### config.mk
export PLATFORM = sky130hd
export DESIGN_NAME = lsu_mem_stage
export DESIGN_NICKNAME = d
export VERILOG_FILES = /design/src/rtl/lsu_pkg.sv /design/src/rtl/lsu_addr_check.sv /design/src/rtl/lsu_mem_stage.sv
export SDC_FILE = /design/constraint.sdc
export NUM_CORES = 1
export LEC_CHECK = 0
export BUFFER_PORTS_ARGS = -buffer_cell sky130_fd_sc_hd__buf_2
export CAP_MARGIN = 20
export CORE_AREA = 3 3 180 182
export DETAILED_ROUTE_END_ITERATION = 16
export DIE_AREA = 0 0 183 185
export PLACE_DENSITY_LB_ADDON = 0.05
export REMOVE_ABC_BUFFERS = 1
export SLEW_MARGIN = 30
export SYNTH_ARGS = -nofsm -noshare
export SYNTH_HDL_FRONTEND = slang
export SYNTH_SLANG_ARGS = --single-unit
### constraint.sdc
create_clock -name mem_clk -period 5.3 [get_ports mem_clk]
set_input_delay 1.06 -clock mem_clk [delete_from_list [all_inputs] [get_ports mem_clk]]
set_output_delay 1.06 -clock mem_clk [all_outputs]
set_load 0.01 [all_outputs]
### src/rtl/lsu_pkg.sv
// Shared types and constants for the load/store memory stage.
package lsu_pkg;

    typedef enum logic [1:0] {
        IDLE,
        LOAD_ISSUE,
        LOAD_DATA,
        STORE_ISSUE
    } lsu_state_t;

    localparam int         WORD_BYTES = 8;
    localparam logic [2:0] ALIGN_MASK = 3'b111;

endpackage

### src/rtl/lsu_addr_check.sv
// Combinational legality check for one LDUR/STUR request: word alignment,
// full-width range check and exactly one of load/store.
module lsu_addr_check
    import lsu_pkg::*;
#(
    parameter int DATA_W    = 64,
    parameter int MEM_WORDS = 1024
) (
    input  logic [DATA_W-1:0] addr,
    input  logic              is_load,
    input  logic              is_store,
    output logic              illegal
);

    // Compared at full width so large addresses never alias into range.
    localparam logic [DATA_W-1:0] ADDR_LIMIT = DATA_W'(MEM_WORDS * WORD_BYTES);

    logic misaligned;
    logic out_of_range;
    logic bad_kind;

    assign misaligned   = (addr[2:0] & ALIGN_MASK) != 3'b000;
    assign out_of_range = addr >= ADDR_LIMIT;
    assign bad_kind     = ~(is_load ^ is_store);
    assign illegal      = misaligned | out_of_range | bad_kind;

endmodule

### src/rtl/lsu_mem_stage.sv
// Load/store control stage between EX/MEM and DataMemory: issues registered
// strobes, absorbs the one-cycle read latency and returns load data.
module lsu_mem_stage
    import lsu_pkg::*;
#(
    parameter int DATA_W    = 64,
    parameter int MEM_WORDS = 1024,
    parameter int RD_W      = 5
) (
    input  logic              mem_clk,
    input  logic              reset,
    input  logic              ex_valid,
    output logic              ex_ready,
    input  logic              ex_is_load,
    input  logic              ex_is_store,
    input  logic [DATA_W-1:0] ex_addr,
    input  logic [DATA_W-1:0] ex_store_data,
    input  logic [RD_W-1:0]   ex_rd,
    output logic              dm_read_enable,
    output logic              dm_write_enable,
    output logic [DATA_W-1:0] dm_addr,
    output logic [DATA_W-1:0] dm_write_data,
    input  logic [DATA_W-1:0] dm_read_data,
    output logic              wb_valid,
    output logic [RD_W-1:0]   wb_rd,
    output logic [DATA_W-1:0] wb_data,
    output logic              fault,
    output logic [DATA_W-1:0] fault_addr,
    output logic              pipe_stall,
    output logic [1:0]        dbg_state
);

    // Handshake: a request transfers on a rising edge where ex_valid and
    // ex_ready are both 1; ex_ready is 1 only in IDLE, and while
    // pipe_stall is 1 upstream holds ex_* stable.

    lsu_state_t      state_q, state_d;
    logic [RD_W-1:0] rd_q;
    logic            illegal;
    logic            accept;
    logic            no_op;
    logic            issue_load;
    logic            issue_store;
    logic            reject;

    lsu_addr_check #(
        .DATA_W    (DATA_W),
        .MEM_WORDS (MEM_WORDS)
    ) u_addr_check (
        .addr     (ex_addr),
        .is_load  (ex_is_load),
        .is_store (ex_is_store),
        .illegal  (illegal)
    );

    always_comb begin
        state_d     = state_q;
        ex_ready    = (state_q == IDLE);
        accept      = ex_valid & ex_ready;
        no_op       = ~ex_is_load & ~ex_is_store;
        issue_load  = accept & ~no_op & ~illegal & ex_is_load;
        issue_store = accept & ~no_op & ~illegal & ex_is_store;
        reject      = accept & ~no_op & illegal;
        case (state_q)
            IDLE: begin
                if (issue_load) begin
                    state_d = LOAD_ISSUE;
                end else if (issue_store) begin
                    state_d = STORE_ISSUE;
                end
            end
            LOAD_ISSUE:  state_d = LOAD_DATA;
            LOAD_DATA:   state_d = IDLE;
            STORE_ISSUE: state_d = IDLE;
            default:     state_d = IDLE;
        endcase
    end

    always_ff @(posedge mem_clk) begin
        if (!reset) begin
            state_q         <= IDLE;
            rd_q            <= '0;
            dm_read_enable  <= 1'b0;
            dm_write_enable <= 1'b0;
            dm_addr         <= '0;
            dm_write_data   <= '0;
            wb_valid        <= 1'b0;
            wb_rd           <= '0;
            wb_data         <= '0;
            fault           <= 1'b0;
            fault_addr      <= '0;
        end else begin
            state_q         <= state_d;
            dm_read_enable  <= issue_load;
            dm_write_enable <= issue_store;
            if (issue_load || issue_store) begin
                dm_addr <= ex_addr;
            end
            if (issue_store) begin
                dm_write_data <= ex_store_data;
            end
            if (issue_load) begin
                rd_q <= ex_rd;
            end
            // DataMemory output is valid during LOAD_DATA.
            wb_valid <= (state_q == LOAD_DATA);
            if (state_q == LOAD_DATA) begin
                wb_data <= dm_read_data;
                wb_rd   <= rd_q;
            end
            fault <= reject;
            if (reject) begin
                fault_addr <= ex_addr;
            end
        end
    end

    assign pipe_stall = ex_valid & ~ex_ready;
    assign dbg_state  = state_q;

endmodule
==> metrics.md, run 1 <==
| Metric | Value |
|---|---|
| Placed cells | `around 1900` |
| Final hold vios | `0` |
| Fin crit share | `0.678` |
| Hold WC Path Type | `flop to flop` |
| Part of the power in the clock network | `0.498` |
| Clock latency on the worst-skew pair | `~0.55 ns` |
| Syn_area_per_cell | `~9 sq um` |
| Pint | `about 0.0036 W` |
| PD cells | `approximately 350 mW/mm^2` |
| Total CTS buffers | `31` |
| CP cell instances | `buf_2 > inv_1 > ha_1 > nor4b_1 > nand4_1 > or4_4 > nor2_4 > buf_4 > nor3b_1` |
| Sink Count | `approximately 270` |
| Vias in the first global route | `8771` |
| Area growth from synthesis to layout | `37.1%` |
| Reg-to-Reg End | `dm_addr[15]$_SDFFE_PN0P_` |
| Worst slew pin tran | `between 0.9 and 1 ns` |
| Worst path slowest cell | `or4_4` |
| 1st-pass router iterations | `6` |
| Reg2reg setup slack | `roughly 2.5 ns` |
| H-tree lvl count | `1` |
| First-pass GRT wire length | `between 50000 and 60000 um` |
| Fmax | `0.278 GHz` |
| Static leakage | `between 6 and 7 nW` |
| Fill cells | `roughly 3200` |
| Worst Setup End Kind | `flop` |
| Initial DRC Count | `roughly 470` |
| Largest net degree at the start of global routing | `between 100 and 150` |
| Syn. warnings | `0` |
| CTS tree | `yes` |
| Startpoint class of the critical path | `primary input` |
| Setup violations, final | `0` |
| Peak supply drop | `between 0.0002 and 0.00025 V` |
| Final non-filler cell total | `approximately 2000` |
| Clock Skew | `just under 0.007 ns` |
| Register area share after synthesis | `0.552` |
| Layout net count | `roughly 1700` |
| Resized cells post-CTS | `0` |
| Seq cells post-synth | `272` |
| Status | `completed` |
| Placement Setup Slack | `between 1 and 1.5 ns` |
| Area of the core | `a little over 0.03 sq mm` |
| Hold_ws | `0.450 ns` |
| Die Ht | `185 um` |
| Post-CTS Setup Bufs | `0` |
| Total gr overflow | `0` |
| Hold path startpoint | `wb_data[0]$_SDFFE_PN0P_` |
| Clock Pin Slew Worst Setup and Hold Paths | `approximately 0.060 ns` |
| Share of layout cells above drive strength 1 | `0.354` |
| Final worst setup slack | `between 1.5 and 2 ns` |
| Post-CTS Hold Buffers | `0` |
| Top Ports | `about 470` |
| Wirelength, routed | `roughly 35000 um` |
| DR vias | `approximately 9100` |
| DR WL/cell | `17.8 um` |
| Initial antenna violation count | `6` |
| RR Startpoint | `dbg_state[1]$_SDFFE_PN0P_` |
| All-Layer GR Usage | `0.190` |
| IO buf count | `470` |
| Post-route antenna net violation count | `0` |
| Comb power frac | `0.055` |
| Die area | `about 0.034 sq mm` |
| Chip Width | `~180 um` |
| Max_cap viols | `0` |
| Reg power frac | `0.447` |
| Reg2reg path depth | `6` |
| Post-DP HPWL | `~24000 um` |
| Rel. slew slack | `0.361` |
| Synth cell types | `34` |
| Clock root buffer | `clkbuf_16` |
| Via density | `between 4 and 5` |
| Tmin final | `3.59 ns` |
| Placer congestion estimate | `just under 0.8` |
| Final Max Tran Viols | `0` |
| Unrepaired setup endpoints after global routing | `false` |
| Hold EP | `wb_data[0]$_SDFFE_PN0P_` |
| WS Path Type | `primary input to flop` |
| Hold Crit Depth | `2` |
| Post-route DRC | `0` |
| Row cnt | `64` |
| Syn Std Cell Area | `0.00987 sq mm` |
| Crit path largest cell delay | `approximately 0.95 ns` |
| Clk buf depth | `3` |
| Initial Utilization | `0.321` |
| Switching power | `0.00103 W` |
| WP data required | `roughly 5.7 ns` |
| Arrival @ worst endpoint | `roughly 4 ns` |
| CP Max Fanout | `between 70 and 80` |
| Cells after synthesis | `around 1100` |
| Switching part of the total power | `0.220` |
## cells by family (layout without fill, tap and decap cells)
family / Yosys count / in the layout / share of synthesized area
buf+inv: 99 / 542 / 0.0509
flops: 272 / 272 / 0.552
compound gates: 220 / 220 / 0.112
fa+ha+maj: 1 / 1 / 0.00127
simple gates: 447 / 447 / 0.214
other cells: 0 / 2 / 0
mux: 69 / 69 / 0.0700
## cell usage after synthesis
cell	number	area, sq um
dfxtp_1	272	5450
nand2_1	268	1010
a21oi_1	144	721
nand3_1	75	375
mux2i_1	69	691
o21ai_1	60	300
clkbuf_1	57	214
nor3b_1	55	413
buf_2	15	75.1
nor4_1	15	93.8
o21ai_0	14	70.1
buf_6	12	135
nor2_1	9	33.8
buf_1	6	22.5
buf_4	6	45.0
nand4_1	5	31.3
nor3_1	5	25.0
inv_1	2	7.51
nand2b_1	2	12.5
nor2b_1	2	12.5
nor4b_1	2	17.5
and2_1	1	6.26
and3_1	1	6.26
and4_1	1	8.76
ha_1	1	12.5
inv_2	1	3.75
nand3b_1	1	7.51
nor2_4	1	11.3
nor4_2	1	12.5
nor4_4	1	21.3
o211a_1	1	10.0
o211ai_1	1	7.51
or4_1	1	7.51
or4_4	1	11.3
## critical path: cells and delay by family
| family | cells | cell delay [ns] |
|---|---|---|
| AND/OR/NAND/NOR | 5 | 1.91 |
| adder cells (fa/ha/maj) | 1 | 0.33 |
| buffers and inverters | 3 | 0.65 |
## power by group through the flow
| stage | logic [W] | registers (W) | clock network [W] |
|---|---|---|---|
| final | 0.000259 | 0.00209 | 0.00233 |
| after global routing | 0.000286 | 0.00209 | 0.00248 |
| after CTS | 0.000264 | 0.00209 | 0.00239 |
| after detailed placement | 0.000264 | 0.00213 | 0 |
| after global placement | 0.000260 | 0.00213 | 0 |
| after floorplan | 0.0000875 | 0.00215 | 0 |
## cell type report
| type | count | area, sq um | share of cell area |
|---|---|---|---|
| flip-flops and latches | 272 | 5450 | 0.402 |
| repair buffers | 482 | 2480 | 0.183 |
| clock inverters | 17 | 249 | 0.0184 |
| clock buffers | 40 | 880 | 0.0650 |
| inverters | 3 | 13.8 | 0.00102 |
| well taps | 396 | 495 | 0.0366 |
| multi-input cells | 737 | 3970 | 0.293 |
| diodes | 2 | 5.00 | 0.000370 |
## metal layers
layer | GRT usage | vias up | part of all wire
met2 | 0.328 | 313 | 0.48
li1 | - | 4617 | -
met4 | 0.0488 | 8 | 0.026
met3 | 0.0560 | 56 | 0.080
met1 | 0.235 | 4142 | 0.42
met5 | 0 | - | 0.0011
## state kept, by name, indices dropped and copies added (netlist names)
name	count
wb_valid	1
dm_addr	64
fault	1
rd_q	5
fault_addr	64
wb_data	64
wb_rd	5
dm_write_data	64
dbg_state	2
dm_read_enable	1
dm_write_enable	1
## worst max path at each step
stage                 from                        end  slack [ns]  cells after the start
6_report       ex_is_store   dm_addr[15]$_SDFFE_PN0P_        1.71                      9
5_1_grt        ex_is_store   dm_addr[20]$_SDFFE_PN0P_        1.47                      9
4_1_cts        ex_is_store   dm_addr[15]$_SDFFE_PN0P_        1.71                      9
3_5_place_dp   ex_is_store   dm_addr[18]$_SDFFE_PN0P_        1.12                      9
3_3_place_gp   ex_is_store   dm_addr[60]$_SDFFE_PN0P_        1.11                      9
2_1_floorplan   ex_is_load  dbg_state[1]$_SDFFE_PN0P_       -2.41                      7
## layout by cell type (no fill, tap or decap), types with 2 or more instances in the layout
| cell type | count |
|---|---|
| buf_2 | 470 |
| o21ai_0 | 14 |
| a21oi_1 | 144 |
| clkbuf_8 | 7 |
| inv_1 | 2 |
| nor4_1 | 14 |
| nor3b_1 | 55 |
| mux2i_1 | 69 |
| nand2_1 | 268 |
| nor4b_1 | 2 |
| clkbuf_1 | 2 |
| o21ai_1 | 60 |
| nand2b_4 | 2 |
| nor2_4 | 2 |
| clkinv_2 | 7 |
| diode_2 | 2 |
| nand4_1 | 5 |
| nor4_2 | 2 |
| bufinv_16 | 6 |
| buf_4 | 9 |
| inv_6 | 2 |
| nand3_1 | 74 |
| nor2_1 | 8 |
| nor3_1 | 5 |
| clkbuf_16 | 31 |
| dfxtp_1 | 272 |
## metrics by stage
| stage | util | total power (W) | setup TNS, ns | instance area, sq um |
|---|---|---|---|---|
| after floorplan | - | 0.00224 | -226.79 | 9380 |
| after global placement | 0.402 | 0.00239 | 0 | 12400 |
| after detailed placement | 0.403 | 0.00240 | 0 | 12400 |
| after CTS | 0.440 | 0.00475 | 0 | 13500 |
| after global routing | 0.440 | 0.00486 | 0 | 13500 |
| final | 0.440 | 0.00468 | 0 | 13500 |
Power figures use the tool's default switching activity.
==> inputs of run 2 (changes only) <==
==> constraint.sdc (replaced) <==
create_clock -name mem_clk -period 3.3 [get_ports mem_clk]
set_input_delay 0.66 -clock mem_clk [delete_from_list [all_inputs] [get_ports mem_clk]]
set_output_delay 0.66 -clock mem_clk [all_outputs]
set_load 0.01 [all_outputs]
==> metrics.md, run 2 (synthesis results as in run 1) <==
| Metric | Value |
|---|---|
| All-Layer GR Usage | `0.191 (+0.000672)` |
| Initial antenna violation count | `6 (unchanged)` |
| Area of the core | `0.0307 sq mm (unchanged)` |
| Crit path largest cell delay | `0.59 ns (-0.36 ns)` |
| Post-CTS Hold Buffers | `0 (unchanged)` |
| CP cell instances | `buf_2 > inv_1 > ha_1 > nor4b_1 > nand4_1 > buf_4 > nor4_1 > buf_4 > nor2_4 > buf_12 > mux2i_1` |
| Post-DP HPWL | `24100 um (-0.44%)` |
| Reg2reg path depth | `5 (-1)` |
| IO buf count | `470 (unchanged)` |
| RR Startpoint | `dbg_state[1]$_SDFFE_PN0P_` |
| Final worst setup slack | `0.857 ns (-0.852 ns)` |
| H-tree lvl count | `2 (+1)` |
| Total power | `0.00749 W (+60%)` |
| Hold EP | `wb_data[29]$_SDFFE_PN0P_` |
| Unrepaired setup endpoints after global routing | `false` |
| Total gr overflow | `0 (unchanged)` |
| Initial DRC Count | `452 (-4.4%)` |
| Placement Setup Slack | `0.356 ns (-0.762 ns)` |
| Hold WC Path Type | `primary input to flop` |
| Vias in the first global route | `8798 (+0.31%)` |
| Top Ports | `471 (unchanged)` |
| Final non-filler cell total | `1967 (+0.92%)` |
| Total CTS buffers | `34 (+9.7%)` |
| DR WL/cell | `17.5 um (-1.2%)` |
| Clock root buffer | `clkbuf_16` |
| Clock latency on the worst-skew pair | `0.51 ns (-0.04 ns)` |
| CP delay by family, top | `simple AND/OR/NAND/NOR gates` |
| Placed cells | `1902 (+0.63%)` |
| Tmin final | `roughly 2.4 ns` |
| Peak supply drop | `0.000353 V (+55%)` |
| CP Max Fanout | `27 (-64%)` |
| Most common cell after layout, fill and taps aside | `buf_2` |
| Final hold vios | `0 (unchanged)` |
| Fill cells | `3200 (+0.82%)` |
| Initial Utilization | `0.321 (unchanged)` |
| Status | `completed` |
| Post-route antenna net violation count | `0 (unchanged)` |
| Crit-path most repeated cell | `buf_4` |
| Die area | `0.0339 sq mm (unchanged)` |
| Post-CTS Setup Bufs | `0 (unchanged)` |
| Hold_ws | `0.392 ns (-0.0578 ns)` |
| Worst slew pin tran | `0.830 ns (-0.129 ns)` |
| WP data required | `3.73 ns (-1.97 ns)` |
| Share of layout cells above drive strength 1 | `0.357 (+0.00300)` |
| Die Ht | `185 um (unchanged)` |
| Post-route DRC | `0 (unchanged)` |
| Hold path startpoint | `dm_read_data[29]` |
| Placer congestion estimate | `0.790 (-0.73%)` |
| First-pass GRT wire length | `51400 um (about the same)` |
| Rel. slew slack | `0.447 (+0.0857)` |
| Chip Width | `183 um (unchanged)` |
| Resized cells post-CTS | `0 (unchanged)` |
| Clk buf depth | `3 (unchanged)` |
| Setup violations, final | `0 (unchanged)` |
| Fmax | `a little over 0.4 GHz` |
| Hold Crit Depth | `3 (+1)` |
| WP buf/inv | `5 (+2)` |
| Commonest non-fill, non-tap cells in the layout | `470 x buf_2, 272 x dfxtp_1, 268 x nand2_1, 144 x a21oi_1, 74 x nand3_1` |
| Startpoint class of the critical path | `primary input` |
| Sink Count | `272 (unchanged)` |
| Clock Skew | `0.00917 ns (+0.00240 ns)` |
| Reg-to-Reg End | `fault_addr[4]$_SDFFE_PN0P_` |
| Area post-placement | `0.0126 sq mm (+1.4%)` |
| WS Path Type | `primary input to flop` |
| Arrival @ worst endpoint | `2.87 ns (-1.13 ns)` |
| Worst Setup End Kind | `flop` |
| DR vias | `9245 (+1.2%)` |
| Fin crit share | `0.740` |
| Reg2reg setup slack | `0.99 ns (-1.54 ns)` |
| Final Max Tran Viols | `0 (unchanged)` |
| Via density | `4.70 (+0.27%)` |
| Row cnt | `64 (unchanged)` |
| CTS tree | `yes` |
| Layout net count | `1745 (+0.87%)` |
| Final Cell Area | `0.0137 sq mm (+1.5%)` |
| 1st-pass router iterations | `5 (-1)` |
| PD cells | `546 mW/mm^2 (+58%)` |
| Wirelength, routed | `34500 um (-0.26%)` |
| Largest net degree at the start of global routing | `83 (-21%)` |
| Max_cap viols | `0 (unchanged)` |
| Static leakage | `6.18 nW (+1.5%)` |
| Area growth from synthesis to layout | `39.1%` |
| Worst path slowest cell | `nor2_4` |
| Clock Pin Slew Worst Setup and Hold Paths | `0.06 ns (about the same)` |
[run 2: changes by cell type in the layout (fill, tap and decap cells not counted), moves of 3 or more]
cell | before | now
clkbuf_8 | 7 | 12
clkbuf_16 | 31 | 37
diode_2 | 2 | 5
clkinv_2 | 7 | 2
clkbuf_1 | 2 | 7
bufinv_16 | 6 | 0
buf_12 | 1 | 10
buf_4 | 9 | 14
[run 2: worst max-delay path by stage]
stage	startpoint	endpoint	depth (start not counted)
2_1_floorplan	ex_is_load	dbg_state[1]$_SDFFE_PN0P_	7
3_3_place_gp	ex_is_store	fault_addr[9]$_SDFFE_PN0P_	11
3_5_place_dp	ex_is_store	fault_addr[26]$_SDFFE_PN0P_	11
4_1_cts	ex_is_store	fault_addr[26]$_SDFFE_PN0P_	11
5_1_grt	ex_is_store	fault_addr[11]$_SDFFE_PN0P_	11
6_report	ex_is_store	fault_addr[4]$_SDFFE_PN0P_	11
[run 2: metal layers]
metal / up-vias / routed length, um / GRT usage
met5: - / 13 / 0
met4: 2 / 805 / 0.0600
met3: 53 / 3010 / 0.0646
met2: 332 / 16600 / 0.322
met1: 4209 / 14100 / 0.231
li1: 4649 / - / -
[run 2: where the power goes]
part / internal (W) / total (W) / switching [W] / leakage, nW
Sequential: 0.00334 / 0.00336 / 0.0000232 / 2.20
Combinational: 0.000190 / 0.000423 / 0.000234 / 3.41
Clock: 0.00231 / 0.00371 / 0.00141 / 0.563
Total: 0.00583 / 0.00749 / 0.00166 / 6.18
[run 2: area by class of cell]
type	count	area (sq um)	share of cell area
Multi-Input combinational cell	737	3960	0.289
Inverter	3	13.8	0.00100
Clock buffer	56	1120	0.0814
Sequential cell	272	5450	0.397
Tap cell	396	495	0.0361
Clock inverter	4	26.3	0.00191
Timing Repair Buffer	494	2660	0.194
Antenna cell	5	12.5	0.000911
[run 2: worst reg2reg max path: stages, from the launching register on]
cell	delay, ns
dfxtp_1	0.39
nor2_1	0.32
nand3b_1	0.29
nor2_4	0.69
buf_12	0.31
mux2i_1	0.24
[run 2: per-stage QoR]
step / setup TNS [ns] / utilization
after floorplan: -474.42 / -
after global placement: 0 / 0.409
after detailed placement: 0 / 0.409
after CTS: 0 / 0.446
after global routing: 0 / 0.446
final: 0 / 0.447
==> inputs of run 3 (changes only) <==
--- a/config.mk
+++ b/config.mk
@@ -5,11 +5,12 @@
 export SDC_FILE = /design/constraint.sdc
 export NUM_CORES = 1
 export LEC_CHECK = 0
+export ABC_AREA = 1
 export BUFFER_PORTS_ARGS = -buffer_cell sky130_fd_sc_hd__buf_2
 export CAP_MARGIN = 20
-export CORE_AREA = 3 3 180 182
+export CORE_AREA = 3 3 182 184
 export DETAILED_ROUTE_END_ITERATION = 16
-export DIE_AREA = 0 0 183 185
+export DIE_AREA = 0 0 185 187
 export PLACE_DENSITY_LB_ADDON = 0.05
 export REMOVE_ABC_BUFFERS = 1
 export SLEW_MARGIN = 30
==> constraint.sdc (replaced) <==
create_clock -name mem_clk -period 2.25 [get_ports mem_clk]
set_input_delay 0.45 -clock mem_clk [delete_from_list [all_inputs] [get_ports mem_clk]]
set_output_delay 0.45 -clock mem_clk [all_outputs]
set_load 0.01 [all_outputs]
==> metrics.md, run 3 <==
| Metric | Value |
|---|---|
| Clock latency on the worst-skew pair | `0.55 ns (+0.04 ns)` |
| Switching part of the total power | `0.222 (+0.000323)` |
| Syn_area_per_cell | `7.45 sq um (-16%)` |
| H-tree lvl count | `1 (-1)` |
| XOR/XNOR Fraction of Synth Area | `0 (unchanged)` |
| Largest family of logic cells by synthesized area | `simple AND/OR/NAND/NOR gates` |
| Wirelength, routed | `33500 um (-2.9%)` |
| Syn. warnings | `0 (unchanged)` |
| Initial antenna violation count | `3 (-3)` |
| Top_reg_cell synth | `dfxtp_1` |
| Row cnt | `65 (+1.6%)` |
| Post-CTS Setup Bufs | `0 (unchanged)` |
| Post-CTS Hold Buffers | `0 (unchanged)` |
| Tmin final | `~1.8 ns` |
| Peak supply drop | `0.000569 V (+61%)` |
| Hold path startpoint | `dm_read_data[26]` |
| Most common cell after layout, fill and taps aside | `buf_2` |
| Largest net degree at the start of global routing | `90 (+8.4%)` |
| Hold WC Path Type | `primary input to flop` |
| Arrival @ worst endpoint | `1.40 ns (-1.47 ns)` |
| Hold Crit Depth | `3 (unchanged)` |
| Clock Pin Slew Worst Setup and Hold Paths | `0.07 ns (about the same)` |
| Synth cell types | `24 (-29%)` |
| Total power | `0.0110 W (+46%)` |
| Top Ports | `471 (unchanged)` |
| Comb power frac | `0.063 (+0.007)` |
| Post-route DRC | `0 (unchanged)` |
| Reg-to-Reg End | `fault_addr[36]$_SDFFE_PN0P_` |
| Clock Skew | `0.00975 ns (+0.000578 ns)` |
| Part of the power in the clock network | `0.487 (-0.008)` |
| Pint | `0.00854 W (+46%)` |
| Resized cells post-CTS | `0 (unchanged)` |
| Hold_ws | `0.122 ns (-0.270 ns)` |
| Post-DP HPWL | `24600 um (+2.4%)` |
| RR Startpoint | `dbg_state[0]$_SDFFE_PN0P_` |
| Crit path largest cell delay | `0.41 ns (-0.18 ns)` |
| Max_cap viols | `0 (unchanged)` |
| WP data required | `1.80 ns (-1.93 ns)` |
| Rel. slew slack | `0.530 (+0.0829)` |
| Initial Utilization | `0.319 (-0.00237)` |
| Vias in the first global route | `9018 (+2.5%)` |
| Post-route antenna net violation count | `0 (unchanged)` |
| Fin crit share | `0.821` |
| Area leader, netlist | `dfxtp_1` |
| WS Path Type | `flop to output port` |
| Reg2reg setup slack | `0.53 ns (-0.46 ns)` |
| Layout net count | `2007 (+15%)` |
| Startpoint class of the critical path | `flop` |
| Reg area | `0.00545 sq mm (unchanged)` |
| Reg2reg path depth | `8 (+3)` |
| Status | `completed` |
| Worst slew pin tran | `0.705 ns (-0.124 ns)` |
| Most frequent cell after synthesis | `nor2_1` |
| Compound-gate portion of the synthesized area | `0.118 (+0.00591)` |
| Static leakage | `7.78 nW (+26%)` |
| DR WL/cell | `15.0 um (-14%)` |
| Placement Setup Slack | `-0.126 ns (-0.482 ns)` |
| Synth Area in Simple Gates | `0.207 (-0.00702)` |
| CP Max Fanout | `3 (-89%)` |
| Hold EP | `wb_data[26]$_SDFFE_PN0P_` |
| Unrepaired setup endpoints after global routing | `false` |
| Chip Width | `185 um (+1.1%)` |
| Cells after synthesis | `1350 (+22%)` |
| Final Max Tran Viols | `0 (unchanged)` |
| Mux share of post-synthesis cell area | `0 (-0.0700)` |
| Worst path slowest cell | `dfxtp_1` |
| Total CTS buffers | `31 (-8.8%)` |
| CTS tree | `yes` |
| IO buf count | `470 (unchanged)` |
| 1st-pass router iterations | `4 (-1)` |
| Commonest cells in the netlist | `329 x nor2_1, 272 x dfxtp_1, 236 x inv_1` |
| Fill cells | `3343 (+4.5%)` |
| Syn Std Cell Area | `0.0101 sq mm (+1.9%)` |
| Total gr overflow | `0 (unchanged)` |
| Share of layout cells above drive strength 1 | `0.310 (-0.0472)` |
| Area of the multi-input gates | `0.00331 sq mm (-16%)` |
| Reg power frac | `0.450 (+0.002)` |
| Final worst setup slack | `0.403 ns (-0.455 ns)` |
| Area of the core | `0.0316 sq mm (+2.6%)` |
| Final hold vios | `0 (unchanged)` |
| Fmax | `~0.54 GHz` |
| First-pass GRT wire length | `50700 um (-1.4%)` |
| Via density | `4.28 (-8.9%)` |
| Seq cells post-synth | `272 (unchanged)` |
| EDFF count, synth | `0 (unchanged)` |
| Clk buf depth | `3 (unchanged)` |
| Yosys top cell area share | `0.541 (-0.0101)` |
| All-Layer GR Usage | `0.183 (-0.00819)` |
| Adder-Cell Fraction of Synth Area | `0.00124 (-0.0000232)` |
| Commonest non-fill, non-tap cells in the layout | `469 x buf_2, 327 x nor2_1, 272 x dfxtp_1, 235 x inv_1, 177 x o21ai_0` |
| DR vias | `9552 (+3.3%)` |
| Worst Setup End Kind | `output port` |
| Die area | `0.0346 sq mm (+2.2%)` |
| Register area share after synthesis | `0.541 (-0.0101)` |
| Switching power | `0.00244 W (+47%)` |
| CP cell instances | `nor2_2 > buf_4 > nor2_1 > buf_2` |
| PD cells | `781 mW/mm^2 (+43%)` |
| Setup violations, final | `0 (unchanged)` |
| Initial DRC Count | `473 (+4.6%)` |
| Placer congestion estimate | `0.771 (-2.4%)` |
| Area growth from synthesis to layout | `39.8%` |
| Sink Count | `272 (unchanged)` |
| Clock root buffer | `clkbuf_16` |
| Post-synth ARST share | `0 (unchanged)` |
| Area contributors post-synth | `dfxtp_1 54%, nor2_1 12%, inv_1 8.8%, o21ai_0 8.8%, nand2_1 4.3%` |
| Die Ht | `187 um (+1.1%)` |
==> run 3: cell count changes in the layout (fill, tap and decap cells not counted), moves of 11 or more <==
cell / previous run / this run
o21ai_0: 14 / 177
inv_1: 2 / 235
nor2_1: 8 / 327
o21ai_1: 60 / 25
nor3b_1: 55 / 1
nand2_1: 268 / 114
a21oi_1: 144 / 33
nand3_1: 74 / 59
nor4_1: 14 / 3
mux2i_1: 69 / 0
==> run 3: how the worst max path moves through the flow <==
stage / cells past startpoint / endpoint / start / slack [ns]
after CTS: 4 / pipe_stall / dbg_state[0]$_SDFFE_PN0P_ / 0.35
after detailed placement: 13 / dm_write_data[11]$_SDFFE_PN0P_ / ex_is_store / -0.13
final: 4 / pipe_stall / dbg_state[0]$_SDFFE_PN0P_ / 0.40
after floorplan: 12 / fault_addr[0]$_SDFFE_PN0P_ / ex_is_load / -2.82
after global routing: 13 / dm_write_data[49]$_SDFFE_PN0P_ / ex_is_store / 0.29
after global placement: 15 / dm_addr[8]$_SDFFE_PN0P_ / ex_is_store / -0.10
==> run 3: per-layer routing <==
layer | global-route usage | wire, um | part of all wire
met5 | 0 | 27 | 0.00081
met4 | 0.0508 | 873 | 0.026
met3 | 0.0593 | 3050 | 0.091
met2 | 0.314 | 15800 | 0.47
met1 | 0.218 | 13800 | 0.41
==> run 3: critical path: cells and delay by family, from the launching register on <==
kind                   cells  cell delay, ns
flip-flops                 1            0.41
buffers and inverters      2            0.29
AND/OR/NAND/NOR            2            0.15
==> run 3: logic make-up after synthesis <==
kind of cell    after synthesis
simple gates                520
fa+ha+maj                     1
buf+inv                     321
compound gates              236
flops                       272
==> run 3: through the flow <==
| stage | area, sq um | setup TNS (ns) | utilization | cells |
|---|---|---|---|---|
| 6_report | 14100 | 0 | 0.446 | 2230 |
| 5_1_grt | 14100 | 0 | 0.446 | 2230 |
| 2_1_floorplan | 9630 | -336.49 | - | 1268 |
| 3_3_place_gp | 13000 | -7.80 | 0.411 | 2173 |
| 3_5_place_dp | 13000 | -9.73 | 0.411 | 2173 |
| 4_1_cts | 14100 | 0 | 0.445 | 2229 |
==> run 3: power by group through the flow <==
| stage | registers, W | clock network [W] | logic (W) |
|---|---|---|---|
| 3_3_place_gp | 0.00505 | 0 | 0.000702 |
| 6_report | 0.00494 | 0.00534 | 0.000693 |
| 3_5_place_dp | 0.00505 | 0 | 0.000703 |
| 5_1_grt | 0.00495 | 0.00574 | 0.000773 |
| 4_1_cts | 0.00494 | 0.00553 | 0.000706 |
| 2_1_floorplan | 0.00509 | 0 | 0.000180 |
==> run 3: final cells by class <==
type / count / area share
inverter: 239 / 0.0638
antenna: 1 / 0.000178
multi-input combinational: 757 / 0.236
timing repair buffer: 503 / 0.200
clock inverter: 13 / 0.0142
sequential: 272 / 0.387
tap: 402 / 0.0358
clock buffer: 43 / 0.0634
